[src/rtl/alarm_bank_if.sv]
// Load, cancel, acknowledge and status bundle for alarm_bank.
// Snooze signals exist only when ALARM_SNOOZE_EN is defined.
interface alarm_bank_if #(
    parameter int unsigned NUM_ALARMS = 4,
    parameter int unsigned CHAN_W     = 2
);
    logic                  ld_valid;
    logic                  ld_ready;
    logic [CHAN_W-1:0]     ld_chan;
    logic                  ld_mode;
    logic [15:0]           ld_year_bcd;
    logic [7:0]            ld_month_bcd;
    logic [7:0]            ld_day_bcd;
    logic [7:0]            ld_hour_bcd;
    logic [7:0]            ld_minute_bcd;
    logic [7:0]            ld_second_bcd;
    logic                  ld_done;
    logic                  ld_err;
    logic                  cancel_valid;
    logic [CHAN_W-1:0]     cancel_chan;
    logic [NUM_ALARMS-1:0] ack;
    logic [NUM_ALARMS-1:0] armed;
    logic [NUM_ALARMS-1:0] ring;
    logic                  ring_any;
`ifdef ALARM_SNOOZE_EN
    logic                  snooze_valid;
    logic [CHAN_W-1:0]     snooze_chan;
`endif

    modport master (
        output ld_valid, ld_chan, ld_mode, ld_year_bcd, ld_month_bcd, ld_day_bcd,
               ld_hour_bcd, ld_minute_bcd, ld_second_bcd, cancel_valid, cancel_chan, ack,
`ifdef ALARM_SNOOZE_EN
        output snooze_valid, snooze_chan,
`endif
        input  ld_ready, ld_done, ld_err, armed, ring, ring_any
    );

    modport slave (
        input  ld_valid, ld_chan, ld_mode, ld_year_bcd, ld_month_bcd, ld_day_bcd,
               ld_hour_bcd, ld_minute_bcd, ld_second_bcd, cancel_valid, cancel_chan, ack,
`ifdef ALARM_SNOOZE_EN
        input  snooze_valid, snooze_chan,
`endif
        output ld_ready, ld_done, ld_err, armed, ring, ring_any
    );
endinterface

[src/rtl/alarm_bank.sv]
// Multi-channel alarm scheduler: BCD load -> stamp -> roll-forward -> store, per-channel match/ring.
// Optional snooze support is enabled with the ALARM_SNOOZE_EN macro.
module time2stamp #(
    parameter int unsigned STAMP_W = 64
) (
    input  logic [13:0]        year_i,
    input  logic [3:0]         month_i,
    input  logic [4:0]         day_i,
    input  logic [4:0]         hour_i,
    input  logic [5:0]         minute_i,
    input  logic [5:0]         second_i,
    output logic [STAMP_W-1:0] stamp_o
);
    logic [STAMP_W-1:0] y;
    logic [STAMP_W-1:0] doy;
    logic [STAMP_W-1:0] days;

    // Year counted from March so the leap day is last; day 0 is 1970-01-01.
    always_comb begin
        y = STAMP_W'(year_i) - ((month_i <= 4'd2) ? STAMP_W'(1) : '0);
        case (month_i)
            4'd3:    doy = STAMP_W'(0);
            4'd4:    doy = STAMP_W'(31);
            4'd5:    doy = STAMP_W'(61);
            4'd6:    doy = STAMP_W'(92);
            4'd7:    doy = STAMP_W'(122);
            4'd8:    doy = STAMP_W'(153);
            4'd9:    doy = STAMP_W'(184);
            4'd10:   doy = STAMP_W'(214);
            4'd11:   doy = STAMP_W'(245);
            4'd12:   doy = STAMP_W'(275);
            4'd1:    doy = STAMP_W'(306);
            4'd2:    doy = STAMP_W'(337);
            default: doy = '0;
        endcase
        days = STAMP_W'(365) * y + y / STAMP_W'(4) - y / STAMP_W'(100) + y / STAMP_W'(400)
             + doy + STAMP_W'(day_i) - STAMP_W'(719469);
        stamp_o = days * STAMP_W'(86400) + STAMP_W'(hour_i) * STAMP_W'(3600)
                + STAMP_W'(minute_i) * STAMP_W'(60) + STAMP_W'(second_i);
    end
endmodule

module alarm_bank #(
    parameter int unsigned NUM_ALARMS = 4,
    parameter int unsigned CHAN_W     = 2,
    parameter int unsigned STAMP_W    = 64,
    parameter int unsigned PERIOD     = 86400,
    parameter int unsigned MAX_ADJ    = 1024
`ifdef ALARM_SNOOZE_EN
    ,
    parameter int unsigned SNOOZE_SEC = 300
`endif
) (
    input  logic               clk,
    input  logic               rst,
    input  logic [STAMP_W-1:0] counter,
    alarm_bank_if.slave        bus
);
    localparam int unsigned        K_W      = $clog2(MAX_ADJ + 1);
    localparam logic [STAMP_W-1:0] PERIOD_S = STAMP_W'(PERIOD);

    typedef enum logic [2:0] {S_IDLE, S_CONV, S_STAMP, S_ADJUST, S_STORE} state_t;

    state_t             state_q, state_d;
    logic [CHAN_W-1:0]  chan_q, chan_d;
    logic               mode_q, mode_d;
    logic [15:0]        year_bcd_q, year_bcd_d;
    logic [7:0]         month_bcd_q, month_bcd_d;
    logic [7:0]         day_bcd_q, day_bcd_d;
    logic [7:0]         hour_bcd_q, hour_bcd_d;
    logic [7:0]         minute_bcd_q, minute_bcd_d;
    logic [7:0]         second_bcd_q, second_bcd_d;
    logic [STAMP_W-1:0] cnt_snap_q, cnt_snap_d;
    logic               err_q, err_d;
    logic [13:0]        year_q, year_d;
    logic [3:0]         month_q, month_d;
    logic [4:0]         day_q, day_d;
    logic [4:0]         hour_q, hour_d;
    logic [5:0]         minute_q, minute_d;
    logic [5:0]         second_q, second_d;
    logic [STAMP_W-1:0] wstamp_q, wstamp_d;
    logic [K_W-1:0]     k_q, k_d;
    logic               ld_done_q, ld_done_d;
    logic               ld_err_q, ld_err_d;
    logic               store_en;
    logic [STAMP_W-1:0] t2s_stamp;

    logic [STAMP_W-1:0]    stamp_q [NUM_ALARMS];
    logic [STAMP_W-1:0]    stamp_d [NUM_ALARMS];
    logic [NUM_ALARMS-1:0] daily_q, daily_d;
    logic [NUM_ALARMS-1:0] armed_q, armed_d;
    logic [NUM_ALARMS-1:0] ring_q, ring_d;

    function automatic logic bcd2_ok(input logic [7:0] b);
        return (b[7:4] <= 4'd9) && (b[3:0] <= 4'd9);
    endfunction

    function automatic logic [6:0] bcd2_bin(input logic [7:0] b);
        return 7'(b[7:4]) * 7'd10 + 7'(b[3:0]);
    endfunction

    function automatic logic [13:0] bcd4_bin(input logic [15:0] b);
        return 14'(b[15:12]) * 14'd1000 + 14'(b[11:8]) * 14'd100
             + 14'(b[7:4]) * 14'd10 + 14'(b[3:0]);
    endfunction

    time2stamp #(.STAMP_W(STAMP_W)) u_t2s (
        .year_i   (year_q),
        .month_i  (month_q),
        .day_i    (day_q),
        .hour_i   (hour_q),
        .minute_i (minute_q),
        .second_i (second_q),
        .stamp_o  (t2s_stamp)
    );

    always_comb begin
        state_d      = state_q;
        chan_d       = chan_q;
        mode_d       = mode_q;
        year_bcd_d   = year_bcd_q;
        month_bcd_d  = month_bcd_q;
        day_bcd_d    = day_bcd_q;
        hour_bcd_d   = hour_bcd_q;
        minute_bcd_d = minute_bcd_q;
        second_bcd_d = second_bcd_q;
        cnt_snap_d   = cnt_snap_q;
        err_d        = err_q;
        year_d       = year_q;
        month_d      = month_q;
        day_d        = day_q;
        hour_d       = hour_q;
        minute_d     = minute_q;
        second_d     = second_q;
        wstamp_d     = wstamp_q;
        k_d          = k_q;
        ld_done_d    = 1'b0;
        ld_err_d     = 1'b0;
        store_en     = 1'b0;
        case (state_q)
            S_IDLE: begin
                if (bus.ld_valid) begin
                    chan_d       = bus.ld_chan;
                    mode_d       = bus.ld_mode;
                    year_bcd_d   = bus.ld_year_bcd;
                    month_bcd_d  = bus.ld_month_bcd;
                    day_bcd_d    = bus.ld_day_bcd;
                    hour_bcd_d   = bus.ld_hour_bcd;
                    minute_bcd_d = bus.ld_minute_bcd;
                    second_bcd_d = bus.ld_second_bcd;
                    cnt_snap_d   = counter;
                    k_d          = '0;
                    // Malformed requests skip conversion and report straight from STORE.
                    if (32'(bus.ld_chan) >= NUM_ALARMS
                        || !bcd2_ok(bus.ld_year_bcd[15:8]) || !bcd2_ok(bus.ld_year_bcd[7:0])
                        || !bcd2_ok(bus.ld_month_bcd) || !bcd2_ok(bus.ld_day_bcd)
                        || !bcd2_ok(bus.ld_hour_bcd) || !bcd2_ok(bus.ld_minute_bcd)
                        || !bcd2_ok(bus.ld_second_bcd)) begin
                        err_d   = 1'b1;
                        state_d = S_STORE;
                    end else begin
                        err_d   = 1'b0;
                        state_d = S_CONV;
                    end
                end
            end
            S_CONV: begin
                year_d   = bcd4_bin(year_bcd_q);
                month_d  = 4'(bcd2_bin(month_bcd_q));
                day_d    = 5'(bcd2_bin(day_bcd_q));
                hour_d   = 5'(bcd2_bin(hour_bcd_q));
                minute_d = 6'(bcd2_bin(minute_bcd_q));
                second_d = 6'(bcd2_bin(second_bcd_q));
                state_d  = S_STAMP;
            end
            S_STAMP: begin
                wstamp_d = t2s_stamp;
                state_d  = S_ADJUST;
            end
            S_ADJUST: begin
                if (wstamp_q <= cnt_snap_q) begin
                    if (k_q == K_W'(MAX_ADJ)) begin
                        err_d   = 1'b1;
                        state_d = S_STORE;
                    end else begin
                        wstamp_d = wstamp_q + PERIOD_S;
                        k_d      = k_q + K_W'(1);
                    end
                end else begin
                    state_d = S_STORE;
                end
            end
            S_STORE: begin
                store_en  = !err_q;
                ld_done_d = 1'b1;
                ld_err_d  = err_q;
                state_d   = S_IDLE;
            end
            default: state_d = S_IDLE;
        endcase
    end

    // Per-channel update, highest priority first: store, cancel, snooze, match, ack.
    always_comb begin
        for (int unsigned i = 0; i < NUM_ALARMS; i++) begin
            stamp_d[i] = stamp_q[i];
            daily_d[i] = daily_q[i];
            armed_d[i] = armed_q[i];
            ring_d[i]  = ring_q[i];
            if (store_en && chan_q == CHAN_W'(i)) begin
                stamp_d[i] = wstamp_q;
                daily_d[i] = mode_q;
                armed_d[i] = 1'b1;
                ring_d[i]  = 1'b0;
            end else if (bus.cancel_valid && bus.cancel_chan == CHAN_W'(i)) begin
                armed_d[i] = 1'b0;
                ring_d[i]  = 1'b0;
`ifdef ALARM_SNOOZE_EN
            end else if (bus.snooze_valid && bus.snooze_chan == CHAN_W'(i) && ring_q[i]) begin
                stamp_d[i] = counter + STAMP_W'(SNOOZE_SEC);
                armed_d[i] = 1'b1;
                ring_d[i]  = 1'b0;
`endif
            end else if (armed_q[i] && counter >= stamp_q[i]) begin
                ring_d[i] = 1'b1;
                if (daily_q[i]) begin
                    stamp_d[i] = stamp_q[i] + PERIOD_S;
                end else begin
                    armed_d[i] = 1'b0;
                end
            end else if (bus.ack[i]) begin
                ring_d[i] = 1'b0;
            end
        end
    end

    always_ff @(posedge clk) begin
        if (rst) begin
            state_q      <= S_IDLE;
            chan_q       <= '0;
            mode_q       <= 1'b0;
            year_bcd_q   <= '0;
            month_bcd_q  <= '0;
            day_bcd_q    <= '0;
            hour_bcd_q   <= '0;
            minute_bcd_q <= '0;
            second_bcd_q <= '0;
            cnt_snap_q   <= '0;
            err_q        <= 1'b0;
            year_q       <= '0;
            month_q      <= '0;
            day_q        <= '0;
            hour_q       <= '0;
            minute_q     <= '0;
            second_q     <= '0;
            wstamp_q     <= '0;
            k_q          <= '0;
            ld_done_q    <= 1'b0;
            ld_err_q     <= 1'b0;
            daily_q      <= '0;
            armed_q      <= '0;
            ring_q       <= '0;
            for (int unsigned i = 0; i < NUM_ALARMS; i++) begin
                stamp_q[i] <= '0;
            end
        end else begin
            state_q      <= state_d;
            chan_q       <= chan_d;
            mode_q       <= mode_d;
            year_bcd_q   <= year_bcd_d;
            month_bcd_q  <= month_bcd_d;
            day_bcd_q    <= day_bcd_d;
            hour_bcd_q   <= hour_bcd_d;
            minute_bcd_q <= minute_bcd_d;
            second_bcd_q <= second_bcd_d;
            cnt_snap_q   <= cnt_snap_d;
            err_q        <= err_d;
            year_q       <= year_d;
            month_q      <= month_d;
            day_q        <= day_d;
            hour_q       <= hour_d;
            minute_q     <= minute_d;
            second_q     <= second_d;
            wstamp_q     <= wstamp_d;
            k_q          <= k_d;
            ld_done_q    <= ld_done_d;
            ld_err_q     <= ld_err_d;
            daily_q      <= daily_d;
            armed_q      <= armed_d;
            ring_q       <= ring_d;
            for (int unsigned i = 0; i < NUM_ALARMS; i++) begin
                stamp_q[i] <= stamp_d[i];
            end
        end
    end

    assign bus.ld_ready = (state_q == S_IDLE);
    assign bus.ld_done  = ld_done_q;
    assign bus.ld_err   = ld_err_q;
    assign bus.armed    = armed_q;
    assign bus.ring     = ring_q;
    assign bus.ring_any = |ring_q;
endmodule

[src/flat_wrapper.sv]
// flat-port wrapper written by rule: the top's interface ports become plain ports
module alarm_bank_flat 
#(
    parameter int unsigned NUM_ALARMS = 4,
    parameter int unsigned CHAN_W     = 2,
    parameter int unsigned STAMP_W    = 64,
    parameter int unsigned PERIOD     = 86400,
    parameter int unsigned MAX_ADJ    = 1024

)
  (clk, rst, counter, bus_ld_valid, bus_ld_chan, bus_ld_mode, bus_ld_year_bcd, bus_ld_month_bcd, bus_ld_day_bcd, bus_ld_hour_bcd, bus_ld_minute_bcd, bus_ld_second_bcd, bus_cancel_valid, bus_cancel_chan, bus_ack, bus_ld_ready, bus_ld_done, bus_ld_err, bus_armed, bus_ring, bus_ring_any);
  alarm_bank_if #(.NUM_ALARMS(NUM_ALARMS), .CHAN_W(CHAN_W)) bus_i ();
  input  logic clk;
  input  logic rst;
  input  logic [STAMP_W-1:0] counter;
  input wire logic [$bits(bus_i.ld_valid)-1:0] bus_ld_valid;
  input wire logic [$bits(bus_i.ld_chan)-1:0] bus_ld_chan;
  input wire logic [$bits(bus_i.ld_mode)-1:0] bus_ld_mode;
  input wire logic [$bits(bus_i.ld_year_bcd)-1:0] bus_ld_year_bcd;
  input wire logic [$bits(bus_i.ld_month_bcd)-1:0] bus_ld_month_bcd;
  input wire logic [$bits(bus_i.ld_day_bcd)-1:0] bus_ld_day_bcd;
  input wire logic [$bits(bus_i.ld_hour_bcd)-1:0] bus_ld_hour_bcd;
  input wire logic [$bits(bus_i.ld_minute_bcd)-1:0] bus_ld_minute_bcd;
  input wire logic [$bits(bus_i.ld_second_bcd)-1:0] bus_ld_second_bcd;
  input wire logic [$bits(bus_i.cancel_valid)-1:0] bus_cancel_valid;
  input wire logic [$bits(bus_i.cancel_chan)-1:0] bus_cancel_chan;
  input wire logic [$bits(bus_i.ack)-1:0] bus_ack;
  output wire logic [$bits(bus_i.ld_ready)-1:0] bus_ld_ready;
  output wire logic [$bits(bus_i.ld_done)-1:0] bus_ld_done;
  output wire logic [$bits(bus_i.ld_err)-1:0] bus_ld_err;
  output wire logic [$bits(bus_i.armed)-1:0] bus_armed;
  output wire logic [$bits(bus_i.ring)-1:0] bus_ring;
  output wire logic [$bits(bus_i.ring_any)-1:0] bus_ring_any;
  assign bus_i.ld_valid = bus_ld_valid;
  assign bus_i.ld_chan = bus_ld_chan;
  assign bus_i.ld_mode = bus_ld_mode;
  assign bus_i.ld_year_bcd = bus_ld_year_bcd;
  assign bus_i.ld_month_bcd = bus_ld_month_bcd;
  assign bus_i.ld_day_bcd = bus_ld_day_bcd;
  assign bus_i.ld_hour_bcd = bus_ld_hour_bcd;
  assign bus_i.ld_minute_bcd = bus_ld_minute_bcd;
  assign bus_i.ld_second_bcd = bus_ld_second_bcd;
  assign bus_i.cancel_valid = bus_cancel_valid;
  assign bus_i.cancel_chan = bus_cancel_chan;
  assign bus_i.ack = bus_ack;
  assign bus_ld_ready = bus_i.ld_ready;
  assign bus_ld_done = bus_i.ld_done;
  assign bus_ld_err = bus_i.ld_err;
  assign bus_armed = bus_i.armed;
  assign bus_ring = bus_i.ring;
  assign bus_ring_any = bus_i.ring_any;
  alarm_bank #(.NUM_ALARMS(NUM_ALARMS), .CHAN_W(CHAN_W), .STAMP_W(STAMP_W), .PERIOD(PERIOD), .MAX_ADJ(MAX_ADJ)) u_core (.clk(clk), .rst(rst), .counter(counter), .bus(bus_i));
endmodule
[config.mk]
export PLATFORM = sky130hd
export DESIGN_NAME = alarm_bank_flat
export DESIGN_NICKNAME = d
export VERILOG_FILES = /design/src/rtl/alarm_bank_if.sv /design/src/rtl/alarm_bank.sv /design/src/flat_wrapper.sv
export SDC_FILE = /design/constraint.sdc
export NUM_CORES = 2
export LEC_CHECK = 0
export ABC_AREA = 1
export BUFFER_PORTS_ARGS = -buffer_cell sky130_fd_sc_hd__buf_2
export CAP_MARGIN = 20
export CORE_MARGIN = 2
export CORE_UTILIZATION = 35
export CTS_CLUSTER_DIAMETER = 50
export DETAILED_ROUTE_END_ITERATION = 16
export PLACE_DENSITY = 0.58
export SYNTH_ARGS = -nofsm -noshare
export SYNTH_HDL_FRONTEND = slang
export SYNTH_SLANG_ARGS = --single-unit
[constraint.sdc]
create_clock -name clk -period 44.4 [get_ports clk]
set_clock_uncertainty 0.05 [all_clocks]
set_input_delay 2.22 -clock clk [delete_from_list [all_inputs] [get_ports clk]]
set_output_delay 2.22 -clock clk [all_outputs]
set_load 0.01 [all_outputs]
Word level (Yosys, flattened, before mapping)
Memories as Yosys holds them, arrays and structs flattened. A register that Yosys moved wholly into a read port is not among the register bits.
Index checks and enable logic that the tools add are counted.
Operators by class
  add/subtract/negate cells: 24
  $mul: 12
  div/mod/pow operators: 2
  magnitude comparators: 20
  equality and inequality tests: 20
  muxes and demuxes: 69
  bitwise operators: 5
  reduce and logical (&&, ||, !) cells: 61
Operators by type and width (number)
  2-to-1 mux 64 bit: 22
  adder 64 x 17 -> 64 bit, second input constant: 5
  greater-or-equal comparator 64 bit: 4
  adder 64 bit: 2
  one-hot mux 64 bit (2 select lines): 1
  adder 25 x 63 -> 64 bit: 1
  adder 64 x 12 -> 64 bit: 1
  adder 64 x 17 -> 64 bit: 1
  adder 64 x 5 -> 64 bit: 1
  adder 64 x 6 -> 64 bit: 1
  divider 64 x 7 -> 64 bit, second input constant: 1
  divider 64 x 9 -> 64 bit, second input constant: 1
  <= comparator 64 bit: 1
  multiplier 64 x 10 -> 57 bit, second input constant: 1
  subtractor 64 x 20 -> 64 bit, second input constant: 1
  subtractor 64 bit: 1
  <= comparator 4 bit, second input constant: 14
  2-to-1 mux 1 bit: 34
  2-to-1 mux 11 bit: 3
  multiplier 10 x 15 -> 25 bit, first input constant: 1
  one-hot mux 11 bit (2 select lines): 1
  logical AND 1 bit: 19
  != test 3 bit, second input constant: 5
  subtractor 14 x 1 -> 15 bit: 1
  other kinds (42): 90
Word-level totals
  register bits after elaboration: 256
  memory bits (writable): 256
  memory bits (read-only): 144
  output and inout port bits: 12
  word-level logic and storage cells: 248
  memories kept: 2
Memories
  u_core.stamp_q: words 4, bits a word 64, read ports 4, clocked after memory_dff 0, write ports 4, line alarm_bank.sv:88  | logic [STAMP_W-1:0] stamp_q [NUM_ALARMS];
  (name not given): words 16, bits a word 9, read ports 1, clocked after memory_dff 1, write ports 0, line alarm_bank.sv:21  | case (month_i)

Longest topological paths before layout
  depth after elaboration: 15
  gate-level depth with buffers: 132
  depth with buffers taken out: 132

Hierarchy
Synthesis repeated with hierarchy kept, for this count alone.
Unflattened totals
  cell total of the unflattened synthesis: 10066
  area, all modules: 67407.1 um2
By module, submodules not included
  alarm_bank: instances 1, cells each 6691, area each 41835.1 um2
  time2stamp: instances 1, cells each 3375, area each 25572.0 um2

Worst setup path after synthesis
Ideal clock, no wire load.
  path kind: reg-to-reg
  from: register u_core.month_q[1]
  to: register u_core.wstamp_q[62]
  data arrival time: 16.432 ns
  required time: 44.280 ns
  path slack: 27.849 ns
  cell stages (with the launch flop): 109
  path buffers: 0
  clock period less this slack: 16.551 ns
  cell sequence: dfxtp_1 a211o_1 inv_1 ha_1 ha_1 nand2_2 nor2_4 nand2_2 nor2_4 nand2_2 xor2_1 inv_1 ha_1 a21boi_0 nand3_4 nand2_1 nand3_4 a21oi_2 (+73 left out) inv_1 a21oi_1 inv_1 a21oi_1 o21a_1 xnor2_1 inv_1 nor2_1 nand4_1 nor2_1 nand3_1 inv_1 nand2_1 nor2_1 nand3_1 a21oi_1 o21ai_1 a21oi_1
Between the ends
  word-level cells in the longest chain between the ends: 15
  elaborated cells between the ends (all ways): 17
  classes of those cells: add/sub: 10; mul: 2; div: 2; order compare: 1; mux: 2
Ends and longest elaborated chain
  from (decl): line alarm_bank.sv:76  | logic [3:0] month_q, month_d;
  from (signal assigned): line alarm_bank.sv:279  | month_q <= month_d;
  <= comparator 4 x 2 -> 1 bit *: line alarm_bank.sv:20  | y = STAMP_W'(year_i) - ((month_i <= 4'd2) ? STAMP_W'(1) : '0);
  2-to-1 mux 1 bit *: line alarm_bank.sv:20
  subtractor 14 x 1 -> 15 bit *: line alarm_bank.sv:20
  branches (longest 3 deep; another with divider 64 x 7 -> 64 bit)
  adder 64 bit *: line alarm_bank.sv:36  | days = STAMP_W'(365) * y + y / STAMP_W'(4) - y / STAMP_W'(100) + y / STAMP_W'(400)
  adder 64 bit *: line alarm_bank.sv:37  | + doy + STAMP_W'(day_i) - STAMP_W'(719469);
  adder 64 x 5 -> 64 bit *: line alarm_bank.sv:37
  subtractor 64 x 20 -> 64 bit *: line alarm_bank.sv:37
  multiplier 64 x 10 -> 57 bit *: line alarm_bank.sv:38  | stamp_o = days * STAMP_W'(86400) + STAMP_W'(hour_i) * STAMP_W'(3600)
  adder 64 x 17 -> 64 bit *: line alarm_bank.sv:38
  adder 64 x 12 -> 64 bit *: line alarm_bank.sv:39  | + STAMP_W'(minute_i) * STAMP_W'(60) + STAMP_W'(second_i);
  adder 64 x 6 -> 64 bit *: line alarm_bank.sv:39
  one-hot mux 64 bit (2 select lines) *: line alarm_bank.sv:140  | case (state_q)
  to (signal assigned): line alarm_bank.sv:284  | wstamp_q <= wstamp_d;
  to (decl): line alarm_bank.sv:81  | logic [STAMP_W-1:0] wstamp_q, wstamp_d;
Mark *: on every way between the ends.
A chain may end at the register's enable or synchronous reset.

Worst setup path in the final report
Same ends and word-level chain as after synthesis.

==> results_dict.tcl <==
set metrics [dict create \
    slowest_stage "xor2_1" \
    synthArstFlopShare 0 \
    fmax_mhz 51.43 \
    drc 0 \
    synth-simple-area-share 0.1718 \
    crit_fanout 42 \
    areaGrowthSynthToFinish_pct 11.11 \
    core_sq_mm 0.1732 \
    die_area_sq_mm 0.1772 \
    netlist_instances 8194 \
    synth_top_family_by_area "adder cells" \
    gp_congestion 0.9566 \
    synthAdderAreaFrac 0.3258 \
    grt_pass1_wl_um 287300 \
    firstDrtPassIters 7 \
    worstSetupPathType "flip-flop to flip-flop" \
    clockBufferDepth 3 \
    pre_cts_ws_ps 24910 \
    worstSkewPairLatency_ps 710 \
    wl_um 182000 \
    io_pins 145 \
    worst_slew_pin_slew_ps 1014 \
    ant_nets 0 \
    cts_root_buf "clkbuf_16" \
    fillCellCount 17980 \
    slew_headroom 0.3239 \
    crit_path_end_kind "flip-flop" \
    crit_top_cell "inv_1" \
    synth.yosys.seq_area_share 0.1711 \
    grt_pass1_vias 53100 \
    grtUsageTotal 0.2002 \
    syn_area_sq_mm 0.06084 \
    die_h_um 420.9 \
    placed_cells 10590 \
    clkSinkCount 520 \
    hp-class "flip-flop to flip-flop" \
    cp_data_required_time_ps 44920 \
    yosys.area_share.xor_xnor 0.05483 \
    routed-via-count 54130 \
    synth_mux_area_frac 0 \
    finalWorstSetupSlack_ps 24950 \
    wl_per_cell_um 16.91 \
    cts_setup_buffers 0 \
    synth-seq-cells 520 \
    hpwl_um 144400 \
    rsz0062_at_grt "false" \
    hold_buffers 0 \
    start_util 0.3512 \
    cts_tree "done" \
    maxCapViolCount 0 \
    grt_max_degree 138 \
    synth_warnings 0 \
    cp-start-kind "flip-flop" \
    cts-buffers-inserted 87 \
    grt.overflow.total 0 \
    nets 9825 \
    syn_area_per_cell_sq_um 7.425 \
    cts_resized 0 \
    fin_util 0.3902 \
    io_buffer_count 144 \
    stdcell_count 10760 \
    synth_edf_count 0 \
    post-route-period-util 0.4380 \
    htreeDepth 3 \
    drtIter0Drc 3500 \
    rows 153 \
    cts.clk_slew.worst_paths_ps 50 \
    ys_types 69 \
    max_stage_delay_ps 630 \
    ys.flop_type "dfxtp_1" \
    die_x_um 420.9 \
    finalSetupViolations 0 \
    layout-drive-gt1-share 0.06122 \
    drt-vias-per-instance 5.031 \
    synth_compound_area_frac 0.1590 \
    tns_ps 0 \
    slew_violations 0 \
    outcome "complete, no violations" \
    hold_violations 0 \
    worstPathArrival_ps 19960 \
    antenna_found_initial 10 \
    period_minus_slack_ps 19450 \
]
[layer usage]
layer / vias to the layer above / part of all wire / track usage
met5: - / 0.000071 / 0
met2: 1276 / 0.47 / 0.3427
met4: 2 / 0.037 / 0.07392
li1: 27010 / - / -
met1: 25490 / 0.45 / 0.2587
met3: 342 / 0.047 / 0.02175
[flip-flops by register name, indices dropped and copies added, names as in the netlist, 5 cells and up]
register	count
u_core.hour_bcd_q	8
u_core.second_bcd_q	8
u_core.k_q	11
u_core.month_bcd_q	7
u_core.wstamp_q	64
u_core.day_q	5
u_core.u_t2s.doy	9
u_core.stamp_q	256
u_core.hour_q	5
u_core.year_q	14
u_core.second_q	6
u_core.cnt_snap_q	64
u_core.minute_q	6
u_core.day_bcd_q	8
u_core.year_bcd_q	16
u_core.minute_bcd_q	8
[cell usage after synthesis (17+ instances only)]
master / instances / area share
or2_2: 20 / 0.0021
nor3_1: 161 / 0.013
dfxtp_1: 520 / 0.17
a211oi_1: 47 / 0.0058
clkbuf_1: 194 / 0.012
buf_1: 22 / 0.0014
inv_1: 1652 / 0.10
o21bai_1: 19 / 0.0023
nor2_1: 563 / 0.035
o21ai_1: 29 / 0.0024
o21a_1: 50 / 0.0062
o211ai_1: 24 / 0.0030
inv_2: 23 / 0.0014
a21oi_1: 639 / 0.053
xnor2_1: 117 / 0.017
nand2_1: 1110 / 0.068
a221oi_1: 37 / 0.0053
a31oi_1: 145 / 0.015
a32oi_1: 17 / 0.0024
nor4_1: 66 / 0.0068
o2111ai_1: 17 / 0.0024
a22oi_1: 32 / 0.0039
ha_1: 920 / 0.19
fa_1: 415 / 0.14
nand4_1: 114 / 0.012
nand3_1: 226 / 0.019
nand2_2: 31 / 0.0032
o21ai_0: 526 / 0.043
xor2_1: 262 / 0.038
[logic make-up (layout without fill, tap and decap cells)]
| kind of cell | Yosys count | after routing |
|---|---|---|
| adders and majority gates | 1335 | 1335 |
| and+or+nand+nor | 2369 | 2369 |
| AOI/OAI and AO/OA | 1690 | 1690 |
| xor gates and xnor gates | 380 | 380 |
| buffers and inverters | 1898 | 2051 |
| other | 2 | 89 |
| DFF | 520 | 520 |
[per-stage QoR]
stage / cell area (sq um) / hold WS, ps
finish: 67600 / 404.9
global route: 67590 / 421.0
CTS: 67580 / 409.1
detailed placement: 64550 / 400.5
global placement: 64550 / 393.3
floorplan: 61140 / 383.1
[worst paths after layout]
kind                                       start                             endpoint  cells past startpoint  slack [ps]
max reg2reg       u_core.month_q[1]$_SDFFE_PP0P_     u_core.wstamp_q[62]$_SDFFE_PP0P_                    109       24950
min          u_core.stamp_q[0][132]$_SDFFE_PP0P_  u_core.stamp_q[0][132]$_SDFFE_PP0P_                      2         400
max               u_core.month_q[1]$_SDFFE_PP0P_     u_core.wstamp_q[62]$_SDFFE_PP0P_                    109       24950
min reg2reg  u_core.stamp_q[0][132]$_SDFFE_PP0P_  u_core.stamp_q[0][132]$_SDFFE_PP0P_                      2         400
[placed cells by master, fill, tap and decap left out, types with 15 or more instances in the layout]
| cell type | instances |
|---|---|
| nor4_1 | 66 |
| o221ai_1 | 16 |
| o21bai_1 | 19 |
| ha_1 | 920 |
| a21o_1 | 15 |
| nand3_1 | 226 |
| nand2_2 | 32 |
| nand2_1 | 1109 |
| or2_2 | 20 |
| buf_4 | 66 |
| inv_2 | 23 |
| o21ai_0 | 526 |
| o21a_1 | 50 |
| a31oi_1 | 145 |
| conb_1 | 83 |
| a21oi_1 | 639 |
| a22oi_1 | 32 |
| dfxtp_1 | 520 |
| a32oi_1 | 17 |
| clkbuf_1 | 17 |
| o2111ai_1 | 17 |
| a221oi_1 | 37 |
| fa_1 | 415 |
| a211oi_1 | 47 |
| o21ai_1 | 29 |
| xor2_1 | 262 |
| nand4_1 | 114 |
| o31ai_1 | 16 |
| buf_2 | 143 |
| clkbuf_16 | 89 |
| nor2_1 | 553 |
| nor2_4 | 17 |
| nand2_4 | 16 |
| o211ai_1 | 24 |
| xnor2_1 | 117 |
| nor3_1 | 156 |
| inv_1 | 1650 |
[worst max-delay path: cells and delay by family (launching register included)]
family / cells / cell delay [ps]
adders and majority gates: 14 / 5360
xor gates and xnor gates: 3 / 1150
DFF: 1 / 300
AOI/OAI and AO/OA: 28 / 5230
buffers and inverters: 16 / 1630
and+or+nand+nor: 48 / 5560
[cell type report]
class                           count  area (sq um)  share of cell area
Multi-Input combinational cell   5857         43680              0.6462
Sequential cell                   520         10410              0.1540
Inverter                         1680          6321             0.09351
Tap cell                         2325          2909             0.04303
Clock buffer                      115          2415             0.03572
Timing Repair Buffer              211          1230             0.01819
Clock inverter                     45         616.8            0.009125
Antenna cell                        6         15.01           0.0002221
Power is left out: the tool's default activity adds up to more than one toggle a clock period on the data nets, which glitch-free logic cannot reach.
